===== src/rtl/motoro3_pkg.sv =====
// Shared types and helpers for the motoro3 PWM capture path.
package motoro3_pkg;

  typedef enum logic [1:0] {IDLE, HIGH, LOW} cap_state_t;

  localparam int unsigned CNT_W_DEF = 16;

  // Increment acc by inc, holding at the all-ones value of a width-bit counter.
  function automatic logic [31:0] sat_inc(input logic [31:0] acc, input logic inc,
                                          input int unsigned width);
    logic [31:0] max_v;
    max_v = (width >= 32) ? '1 : ((32'd1 << width) - 32'd1);
    return (inc && (acc < max_v)) ? acc + 32'd1 : acc;
  endfunction

endpackage


===== src/rtl/motoro3_pwm_deglitch.sv =====
// PWM input conditioning: 2-flop synchronizer plus an integrator filter that is
// compiled in only when M3_PWM_CAP_DEGLITCH_EN is defined.
module motoro3_pwm_deglitch #(
  parameter int unsigned GLITCH_LEN = 3
) (
  input  logic clk,
  input  logic nRst,
  input  logic pwmIn,
  output logic lvl
);

  logic sync1, sync2;

  always_ff @(negedge clk or negedge nRst) begin
    if (!nRst) begin
      sync1 <= 1'b0;
      sync2 <= 1'b0;
    end else begin
      sync1 <= pwmIn;
      sync2 <= sync1;
    end
  end

`ifdef M3_PWM_CAP_DEGLITCH_EN
  localparam int unsigned RUN_W = $clog2(GLITCH_LEN + 1);

  logic [RUN_W-1:0] run;

  // run counts consecutive samples disagreeing with lvl; any agreeing sample restarts it
  always_ff @(negedge clk or negedge nRst) begin
    if (!nRst) begin
      run <= '0;
      lvl <= 1'b0;
    end else if (sync2 == lvl) begin
      run <= '0;
    end else if (run == RUN_W'(GLITCH_LEN - 1)) begin
      run <= '0;
      lvl <= sync2;
    end else begin
      run <= run + 1'b1;
    end
  end
`else
  assign lvl = sync2;
`endif

endmodule


===== src/rtl/motoro3_pwm_capture.sv =====
// PWM pulse/period capture with per-commutation-step on-time accounting.
// Optional input deglitch filter selected by M3_PWM_CAP_DEGLITCH_EN.
module motoro3_pwm_capture
  import motoro3_pkg::*;
#(
  parameter int unsigned CNT_W      = CNT_W_DEF,
  parameter int unsigned TIMEOUT    = 16'hFFFF,
  parameter int unsigned GLITCH_LEN = 3
) (
  input  logic             clk,
  input  logic             nRst,
  input  logic             pwmIn,
  input  logic             stepEnd,
  output logic [CNT_W-1:0] capHigh,
  output logic [CNT_W-1:0] capPeriod,
  output logic             capValid,
  output logic [CNT_W-1:0] stepOnSum,
  output logic [7:0]       stepPulses,
  output logic             stepValid,
  output logic             timeout,
  output logic             stuckLevel
);

  logic             lvl, lvl_q, rise;
  cap_state_t       state;
  logic [CNT_W-1:0] hi_cnt, per_cnt, on_acc;
  logic [7:0]       pulse_acc;

  motoro3_pwm_deglitch #(.GLITCH_LEN(GLITCH_LEN)) u_deglitch (
    .clk   (clk),
    .nRst  (nRst),
    .pwmIn (pwmIn),
    .lvl   (lvl)
  );

  assign rise = lvl & ~lvl_q;

  always_ff @(negedge clk or negedge nRst) begin
    if (!nRst) begin
      state      <= IDLE;
      lvl_q      <= 1'b0;
      hi_cnt     <= '0;
      per_cnt    <= '0;
      capHigh    <= '0;
      capPeriod  <= '0;
      capValid   <= 1'b0;
      timeout    <= 1'b0;
      stuckLevel <= 1'b0;
    end else begin
      lvl_q    <= lvl;
      capValid <= 1'b0;
      timeout  <= 1'b0;
      unique case (state)
        IDLE: begin
          if (rise) begin
            hi_cnt  <= CNT_W'(1);
            per_cnt <= CNT_W'(1);
            state   <= HIGH;
          end
        end
        HIGH: begin
          if (per_cnt == CNT_W'(TIMEOUT)) begin
            timeout    <= 1'b1;
            stuckLevel <= lvl;
            state      <= IDLE;
          end else begin
            per_cnt <= per_cnt + 1'b1;
            if (lvl) hi_cnt <= hi_cnt + 1'b1;
            else     state  <= LOW;
          end
        end
        LOW: begin
          // a rise on the timeout cycle still counts as a normal capture
          if (rise) begin
            capHigh   <= hi_cnt;
            capPeriod <= per_cnt;
            capValid  <= 1'b1;
            hi_cnt    <= CNT_W'(1);
            per_cnt   <= CNT_W'(1);
            state     <= HIGH;
          end else if (per_cnt == CNT_W'(TIMEOUT)) begin
            timeout    <= 1'b1;
            stuckLevel <= lvl;
            state      <= IDLE;
          end else begin
            per_cnt <= per_cnt + 1'b1;
          end
        end
        default: state <= IDLE;
      endcase
    end
  end

  // The stepEnd cycle itself belongs to the step being closed.
  always_ff @(negedge clk or negedge nRst) begin
    if (!nRst) begin
      on_acc     <= '0;
      pulse_acc  <= '0;
      stepOnSum  <= '0;
      stepPulses <= '0;
      stepValid  <= 1'b0;
    end else if (stepEnd) begin
      stepOnSum  <= CNT_W'(sat_inc(32'(on_acc), lvl, CNT_W));
      stepPulses <= 8'(sat_inc(32'(pulse_acc), rise, 32'd8));
      stepValid  <= 1'b1;
      on_acc     <= '0;
      pulse_acc  <= '0;
    end else begin
      on_acc     <= CNT_W'(sat_inc(32'(on_acc), lvl, CNT_W));
      pulse_acc  <= 8'(sat_inc(32'(pulse_acc), rise, 32'd8));
      stepValid  <= 1'b0;
    end
  end

endmodule


===== config.mk =====
export PLATFORM = sky130hd
export DESIGN_NAME = motoro3_pwm_capture
export DESIGN_NICKNAME = d
export VERILOG_FILES = /design/src/rtl/motoro3_pkg.sv /design/src/rtl/motoro3_pwm_deglitch.sv /design/src/rtl/motoro3_pwm_capture.sv
export SDC_FILE = /design/constraint.sdc
export NUM_CORES = 1
export LEC_CHECK = 0
export CORE_ASPECT_RATIO = 0.6
export CORE_MARGIN = 8
export CORE_UTILIZATION = 55
export CTS_CLUSTER_DIAMETER = 50
export CTS_CLUSTER_SIZE = 16
export DETAILED_ROUTE_END_ITERATION = 12
export PLACE_DENSITY = 0.79
export SYNTH_ARGS = -nofsm -noshare
export SYNTH_HDL_FRONTEND = slang
export SYNTH_SLANG_ARGS = --single-unit

===== constraint.sdc =====
create_clock -name clk -period 3.4 [get_ports clk]
set_input_delay 1.02 -clock clk [delete_from_list [all_inputs] [get_ports clk]]
set_output_delay 1.02 -clock clk [all_outputs]
set_load 0.02 [all_outputs]

# After elaboration in Yosys (flattened, before gate mapping)
# Index checks and enable logic that the tools add are counted.
# Widths: inputs -> output; s select.
# word_totals
regBits,121
# classes
n_addsub,4
reduce_logical,12
eq_ne,10
muxes,26
order_cmp,2
bitwise,2
# ops
op,n
$mux 16,7
$add 16x1->16 const B,3
$pmux 16 s3,1
$pmux 16 s2,1
$eq 16x16->1 const B,1
$lt 16x16->1 const B,1
$mux 8,2
$mux 2,5
$add 8x1->8 const B,1
$lt 8x8->1 const B,1
$mux 1,7
$ne 2x2->1 const B,3
$ne 3x3->1 const B,2
$pmux 2 s3,1
$reduce_and 2->1,3
$ne 2x1->1 const B,2
$pmux 1 s2,2
$reduce_and 4->1,1
$reduce_bool 2->1,2
$reduce_and 3->1,1
$reduce_bool 3->1,1
$eq 2x1->1 const B,1
$eq 2x2->1 const B,1
$logic_and 1x1->1,2
other kinds (4),4

# Longest topological paths before layout
# Gate-level depths: netlist (run 1).
# logic_depth
ltp_word,5
depth_mapped,9
ltp_nobuf,7

# Cells and area by module
# A second synthesis (run 1) with hierarchy kept.
# unflattened
hier_cells,560
area_unflattened_um2,5839.4
# by_module_without_submodules
mod,cells_per_inst,area_each_um2,seq_area_each_um2,n_inst
motoro3_pwm_capture,558,5789.3,2977.9,1
motoro3_pwm_deglitch,2,50.0,50.0,1

==> flow_metrics.env, run 1 <==
export IMPL_async_flop_share_pct=100
export IMPL_grt_overflow=0
export IMPL_ios=64
export IMPL_power_leakage_nw=3.37
export IMPL_violations="negative setup slack"
export IMPL_worstMarginPinSlew_ns=1.02
export IMPL_max_stage_delay_ns=0.44
export IMPL_initial_utilization_pct=56.2
export IMPL_nets=615
export IMPL_floorplan_die_area_um2=13600
export IMPL_dieHeight_um=93.6
export IMPL_syn_nets=518
export IMPL_track_usage_pct=20.1
export IMPL_antenna_found_initial=0
export IMPL_cts_root_buf="clkbuf_16"
export IMPL_gp_congestion=0.867
export IMPL_ys_seq_elements=121
export IMPL_cts_buffers=17
export IMPL_core_um2=9810
export IMPL_vias_per_cell=5.67
export IMPL_drc=0
export IMPL_fillers=679
export IMPL_clk_latency_ns=0.39
export IMPL_synthDistinctLibCells=49
export IMPL_grt_pass1_wl_mm=22.0
export IMPL_synth_area_um2=5510
export IMPL_max_vdd_ir_drop_v=0.000426
export IMPL_synth_top_area_share_pct=54.9
export IMPL_rows=28
export IMPL_clock_skew_ns=0.00962
export IMPL_crit_path_cell_trace="buf_6"
export IMPL_synth_common_cells="121 x dfrtn_1, 74 x nor2_1, 32 x mux2_2"
export IMPL_slowest_stage="dfrtn_1"
export IMPL_placed_cell_area_um2=6350
export IMPL_syn2layout_area_growth_pct=31.2
export IMPL_drv_slew=0
export IMPL_fin_ws_ns=-0.292
export IMPL_start_kind="register"
export IMPL_synth_area_top_cells="dfrtn_1 55%, mux2_2 6.5%, nor2_1 5.0%"
export IMPL_drv_cap=0
export IMPL_syn_area_per_cell_um2=10.9
export IMPL_ys_seq_area_share_pct=54.9
export IMPL_port_buffers=63
export IMPL_utilization_pct=73.7
export IMPL_hold_buffers=0
export IMPL_diodes=0
export IMPL_hpwlAfterDp_mm=8.88
export IMPL_placed_cells=696
export IMPL_ys_warn_count=0
export IMPL_critPathKind="reg -> out"
export IMPL_ant_nets=0
export IMPL_yosysTopAreaCell="dfrtn_1"
export IMPL_synthCells=505
export IMPL_layout_drive_gt1_share_pct=27.1
export IMPL_run_status="complete, but fails checks"
export IMPL_path_buf_inv=1
export IMPL_fin_area_um2=7230
export IMPL_synth_edf_count=0
export IMPL_cts_path_max_buffers=2
export IMPL_hold_class="reg -> reg"
export IMPL_cp_end_kind="primary output"
export IMPL_drt_iter0_drc=356
export IMPL_finalSetupViolCount=60
export IMPL_grt_max_degree=38
export IMPL_clkTransAtPathRegs_ns=0.04
export IMPL_synth_main_ff_cell="dfrtn_1"
export IMPL_cp_data_arrival_time_ns=2.67
export IMPL_yosysMostFrequentCell="dfrtn_1"
export IMPL_crit_fanout=2
export IMPL_finalHoldViolations=0
export IMPL_cts_num_sinks=121
export IMPL_rsz0062_at_grt="true"
export IMPL_fp_dieW_um=145
export IMPL_relSlewSlack_pct=31.7
export IMPL_grt_pass1_vias=4225
export IMPL_cts_tree="yes"
export IMPL_wl_mm=13.1
export IMPL_final_cells=748
export IMPL_firstDrtPassIters=5
export IMPL_power_density_nw_per_um2=587
export IMPL_dr_total_vias=4240
export IMPL_cp_top_family="flip-flops"
export IMPL_whs_ns=0.298
export IMPL_htreeDepth=4
export IMPL_required_ns=2.38
export IMPL_power_mw=4.24
export IMPL_wire_per_inst_um=17.5
-- final cells by class --
type / instances / area, um2 / share of cell area (%)
multi-input combinational: 350 / 2340 / 32.3
sequential: 121 / 3030 / 41.9
clock inverter: 8 / 168 / 2.32
tap: 135 / 169 / 2.34
clock buffer: 22 / 474 / 6.56
inverter: 16 / 60.1 / 0.830
timing repair buffer: 96 / 996 / 13.8
-- worst register-to-register path, cell delays in order, from the launching register on --
cell     delay (ns)
dfrtn_1        0.53
ha_1           0.25
nand3_1        0.20
or4_1          0.82
a21oi_1        0.31
o22ai_1        0.15
a22o_1         0.25
-- cell usage in the layout (no fill, tap or decap), types with 3 or more instances in the layout --
cell type	instances
nor3_1	17
mux2i_1	17
clkbuf_8	3
nor2_1	74
and2_1	4
buf_12	4
and3_1	3
inv_1	16
nand3_1	23
xnor2_1	25
o211ai_1	3
o21ai_0	13
a31oi_1	4
dfrtn_1	121
nor4_1	4
buf_4	30
buf_6	60
nor4_2	5
and4_1	3
a21oi_1	23
nor2b_1	3
mux2_2	32
xor2_1	10
bufinv_16	5
ha_1	9
nand4_1	17
nor3b_1	5
clkbuf_16	17
a21o_1	5
nand2_1	25
-- path summary, 6_finish.rpt --
check / slack (ns) / start / end / depth (start not counted)
min in group asynchronous: 2.10 / nRst / on_acc[15]$_DFF_NN0_ / 1
min reg2reg: 0.30 / u_deglitch.sync1$_DFF_NN0_ / u_deglitch.lvl$_DFF_NN0_ / 0
min: 0.30 / u_deglitch.sync1$_DFF_NN0_ / u_deglitch.lvl$_DFF_NN0_ / 0
max in group asynchronous: 0.79 / nRst / hi_cnt[13]$_DFFE_NN0P_ / 2
max reg2reg: 0.73 / per_cnt[0]$_DFFE_NN0P_ / state[1]$_DFFE_NN0P_ / 6
max: -0.29 / stepOnSum[4]$_DFFE_NN0P_ / stepOnSum[4] / 1
-- routing by layer --
| metal | global-route usage [%] | vias up | wire length, um |
|---|---|---|---|
| met5 | 0 | - | 0 |
| met4 | 6.89 | 0 | 140 |
| met1 | 28.3 | 2091 | 6350 |
| met2 | 29.0 | 157 | 5610 |
| li1 | - | 1976 | - |
| met3 | 6.32 | 16 | 968 |
-- through the flow --
stage	worst slack [ns]	TNS, ns
final	-0.292	-15.34
after global routing	-0.314	-17.20
after CTS	-0.287	-15.76
after detailed placement	-0.354	-21.53
after global placement	-0.341	-20.17
after floorplan	0.0355	0
-- sequential cells by signal, summed over array words and instances, names as in the netlist --
name / flops
capHigh: 16
capPeriod: 16
capValid: 1
hi_cnt: 16
lvl_q: 1
on_acc: 16
per_cnt: 16
pulse_acc: 8
state: 2
stepOnSum: 16
stepPulses: 8
stepValid: 1
stuckLevel: 1
timeout: 1
u_deglitch.lvl: 1
u_deglitch.sync1: 1
-- what timing repair did --
item	CTS	global route
cloned	0	0
endpoints found under the setup margin	60	60
gates resized for setup	360	0
setup buffers	11	11
-- cells by family after synthesis --
| logic type | synth area share (%) |
|---|---|
| simple gates | 18.6 |
| compound gates | 6.58 |
| buf+inv | 2.70 |
| flops | 54.9 |
| xor+xnor | 5.56 |
| mux | 9.62 |
| fa+ha+maj | 2.04 |
-- power breakdown --
part / switching, mW / leakage, nW / internal [mW]
combinational: 0.360 / 1.42 / 0.266
sequential: 0.109 / 1.64 / 1.55
clock: 0.613 / 0.312 / 1.35
No activity file was read; power rests on OpenSTA's default activity.
==> inputs of run 2 (changes only) <==
--- a/config.mk
+++ b/config.mk
@@ -12,6 +12,7 @@
 export CTS_CLUSTER_SIZE = 16
 export DETAILED_ROUTE_END_ITERATION = 12
 export PLACE_DENSITY = 0.79
+export RECOVER_POWER = 50
 export SYNTH_ARGS = -nofsm -noshare
 export SYNTH_HDL_FRONTEND = slang
 export SYNTH_SLANG_ARGS = --single-unit
==> run 2 against run 1 <==
  * The run ends with max-capacitance violations, max-slew violations, negative setup slack left
  * Die area unchanged
  * Hold slack did not move
  * Combinational power is 1% lower
  * Final cell count is the same
  * Clock skew up 0.0032 ns
  * Core utilization shrank 0.63 points
  * Critical endpoint unchanged
  * Clock power is essentially flat
  * Register-to-register slack worse by 0.56 ns
  * Critical path depth did not move
  * Highest routed layer unchanged
  * Sequential share of layout area increased by 0.36 points
  * Global-route usage unchanged
  * Via count is 0.31% higher
==> flow_metrics.env, run 2 (synthesized netlist as in run 1, its figures left out) <==
export IMPL_track_usage_pct=20.1
export IMPL_clkTransAtPathRegs_ns=0.04
export IMPL_finalSetupViolCount=60
export IMPL_pwr_share_clk_pct=46.3
export IMPL_hold_buffers=0
export IMPL_worstMarginPinSlew_ns=1.73
export IMPL_cts_num_sinks=121
export IMPL_comb_power_share_pct=14.6
export IMPL_critPathKind="reg -> out"
export IMPL_rsz0062_at_grt="true"
export IMPL_dieHeight_um=93.6
export IMPL_rows=28
export IMPL_switching_share_pct=25.5
export IMPL_placed_cell_area_um2=6350
export IMPL_ant_nets=0
export IMPL_crit_fanout=2
export IMPL_violations="max-capacitance violations, max-slew violations, negative setup slack"
export IMPL_cts_root_buf="clkbuf_16"
export IMPL_final_cell_mix="121 x dfrtn_1, 74 x nor2_1, 60 x buf_6"
export IMPL_clk_latency_ns=0.39
export IMPL_cp_end_kind="primary output"
export IMPL_cp_top_family="flip-flops"
export IMPL_hold_class="reg -> reg"
export IMPL_power_leakage_nw=3.34
export IMPL_ios=64
export IMPL_crit_path_cell_trace="buf_6"
export IMPL_slowest_stage="dfrtn_1"
export IMPL_power_density_nw_per_um2=591
export IMPL_syn2layout_area_growth_pct=30.0
export IMPL_htreeDepth=4
export IMPL_fin_ws_ns=-0.292
export IMPL_grt_overflow=0
export IMPL_core_um2=9810
export IMPL_run_status="complete, but fails checks"
export IMPL_clock_skew_ns=0.0129
export IMPL_power_frac_seq_pct=39.1
export IMPL_wire_per_inst_um=17.5
export IMPL_max_vdd_ir_drop_v=0.000425
export IMPL_start_kind="register"
export IMPL_drc=0
export IMPL_initial_utilization_pct=56.2
export IMPL_required_ns=2.38
export IMPL_cts_path_max_buffers=2
export IMPL_cp_data_arrival_time_ns=2.67
export IMPL_finalHoldViolations=0
export IMPL_vias_per_cell=5.69
export IMPL_fp_dieW_um=145
export IMPL_gp_congestion=0.867
export IMPL_antenna_found_initial=0
export IMPL_drt_iter0_drc=368
export IMPL_fin_area_um2=7170
export IMPL_drv_slew=17
export IMPL_nets=615
export IMPL_max_stage_delay_ns=0.44
export IMPL_cts_tree="yes"
export IMPL_grt_pass1_vias=4225
export IMPL_port_buffers=63
export IMPL_grt_pass1_wl_mm=22.0
export IMPL_hpwlAfterDp_mm=8.88
export IMPL_floorplan_die_area_um2=13600
export IMPL_dr_total_vias=4253
export IMPL_p_sw_mw=1.08
export IMPL_wl_mm=13.1
export IMPL_drv_cap=1
export IMPL_firstDrtPassIters=5
export IMPL_internal_power_mw=3.16
export IMPL_diodes=0
export IMPL_relSlewSlack_pct=-16.0
export IMPL_path_buf_inv=1
export IMPL_final_common_cell="dfrtn_1"
export IMPL_fillers=689
export IMPL_power_mw=4.24
export IMPL_grt_max_degree=38
export IMPL_layout_drive_gt1_share_pct=26.8
export IMPL_cts_buffers=17
-- run 2: changes by cell type in the layout (fill, tap and decap cells not counted), sizes merged --
cell	before	now
buf	95	92
clkbuf	22	25
-- run 2: final cells by class --
| class | instances | area [um2] | area share [%] |
|---|---|---|---|
| Clock buffer | 22 | 474 | 6.61 |
| Clock inverter | 8 | 168 | 2.34 |
| Inverter | 16 | 60.1 | 0.838 |
| Multi-Input combinational cell | 350 | 2320 | 32.4 |
| Sequential cell | 121 | 3030 | 42.2 |
| Tap cell | 135 | 169 | 2.36 |
| Timing Repair Buffer | 96 | 950 | 13.2 |
-- run 2: timing repair --
action / CTS / global route
gates resized for setup: 360 / 0
setup buffers: 11 / 11
endpoints found under the hold margin: 0 / 0
endpoints found under the setup margin: 60 / 60
-- run 2: worst reg2reg max path, cell delays in order (launching register included) --
cell	delay, ns
dfrtn_1	0.50
ha_1	0.34
nand4_1	0.20
nor4_2	1.32
nor2_1	0.62
nor2_1	0.26
-- run 2: power by group through the flow --
stage	Sequential (mW)	Combinational (mW)	Clock [mW]
2_1_floorplan	1.70	0.319	0
3_3_place_gp	1.66	0.575	0
3_5_place_dp	1.67	0.593	0
4_1_cts	1.66	0.622	1.99
5_1_grt	1.68	0.683	2.05
6_report	1.66	0.619	1.96
-- run 2: per-stage QoR --
step | setup TNS, ns | hold WS (ns) | worst slack (ns) | util, % | std cells
5_1_grt | -18.32 | 0.312 | -0.314 | 73.1 | 748
3_3_place_gp | -20.17 | 0.297 | -0.341 | 64.7 | 696
4_1_cts | -15.76 | 0.301 | -0.287 | 72.9 | 737
6_report | -15.44 | 0.298 | -0.292 | 73.1 | 748
3_5_place_dp | -21.53 | 0.301 | -0.354 | 64.7 | 696
2_1_floorplan | 0 | 0.292 | 0.0355 | - | 505
-- run 2: path summary, 6_finish.rpt --
path,start,endpoint,slack [ns],cells after the start
setup / recovery,stepOnSum[4]$_DFFE_NN0P_,stepOnSum[4],-0.29,1
hold / removal,u_deglitch.sync1$_DFF_NN0_,u_deglitch.lvl$_DFF_NN0_,0.30,0
setup reg to reg,state[0]$_DFFE_NN0P_,hi_cnt[12]$_DFFE_NN0P_,0.17,5
hold reg to reg,u_deglitch.sync1$_DFF_NN0_,u_deglitch.lvl$_DFF_NN0_,0.30,0
max in group asynchronous,nRst,capPeriod[14]$_DFFE_NN0P_,0.10,2
min in group asynchronous,nRst,on_acc[15]$_DFF_NN0_,2.35,1
-- run 2: per-layer routing --
metal	GRT usage, %	routed length [um]
met5	0	0
met4	6.89	153
met3	6.32	1010
met2	29.0	5650
met1	28.3	6240
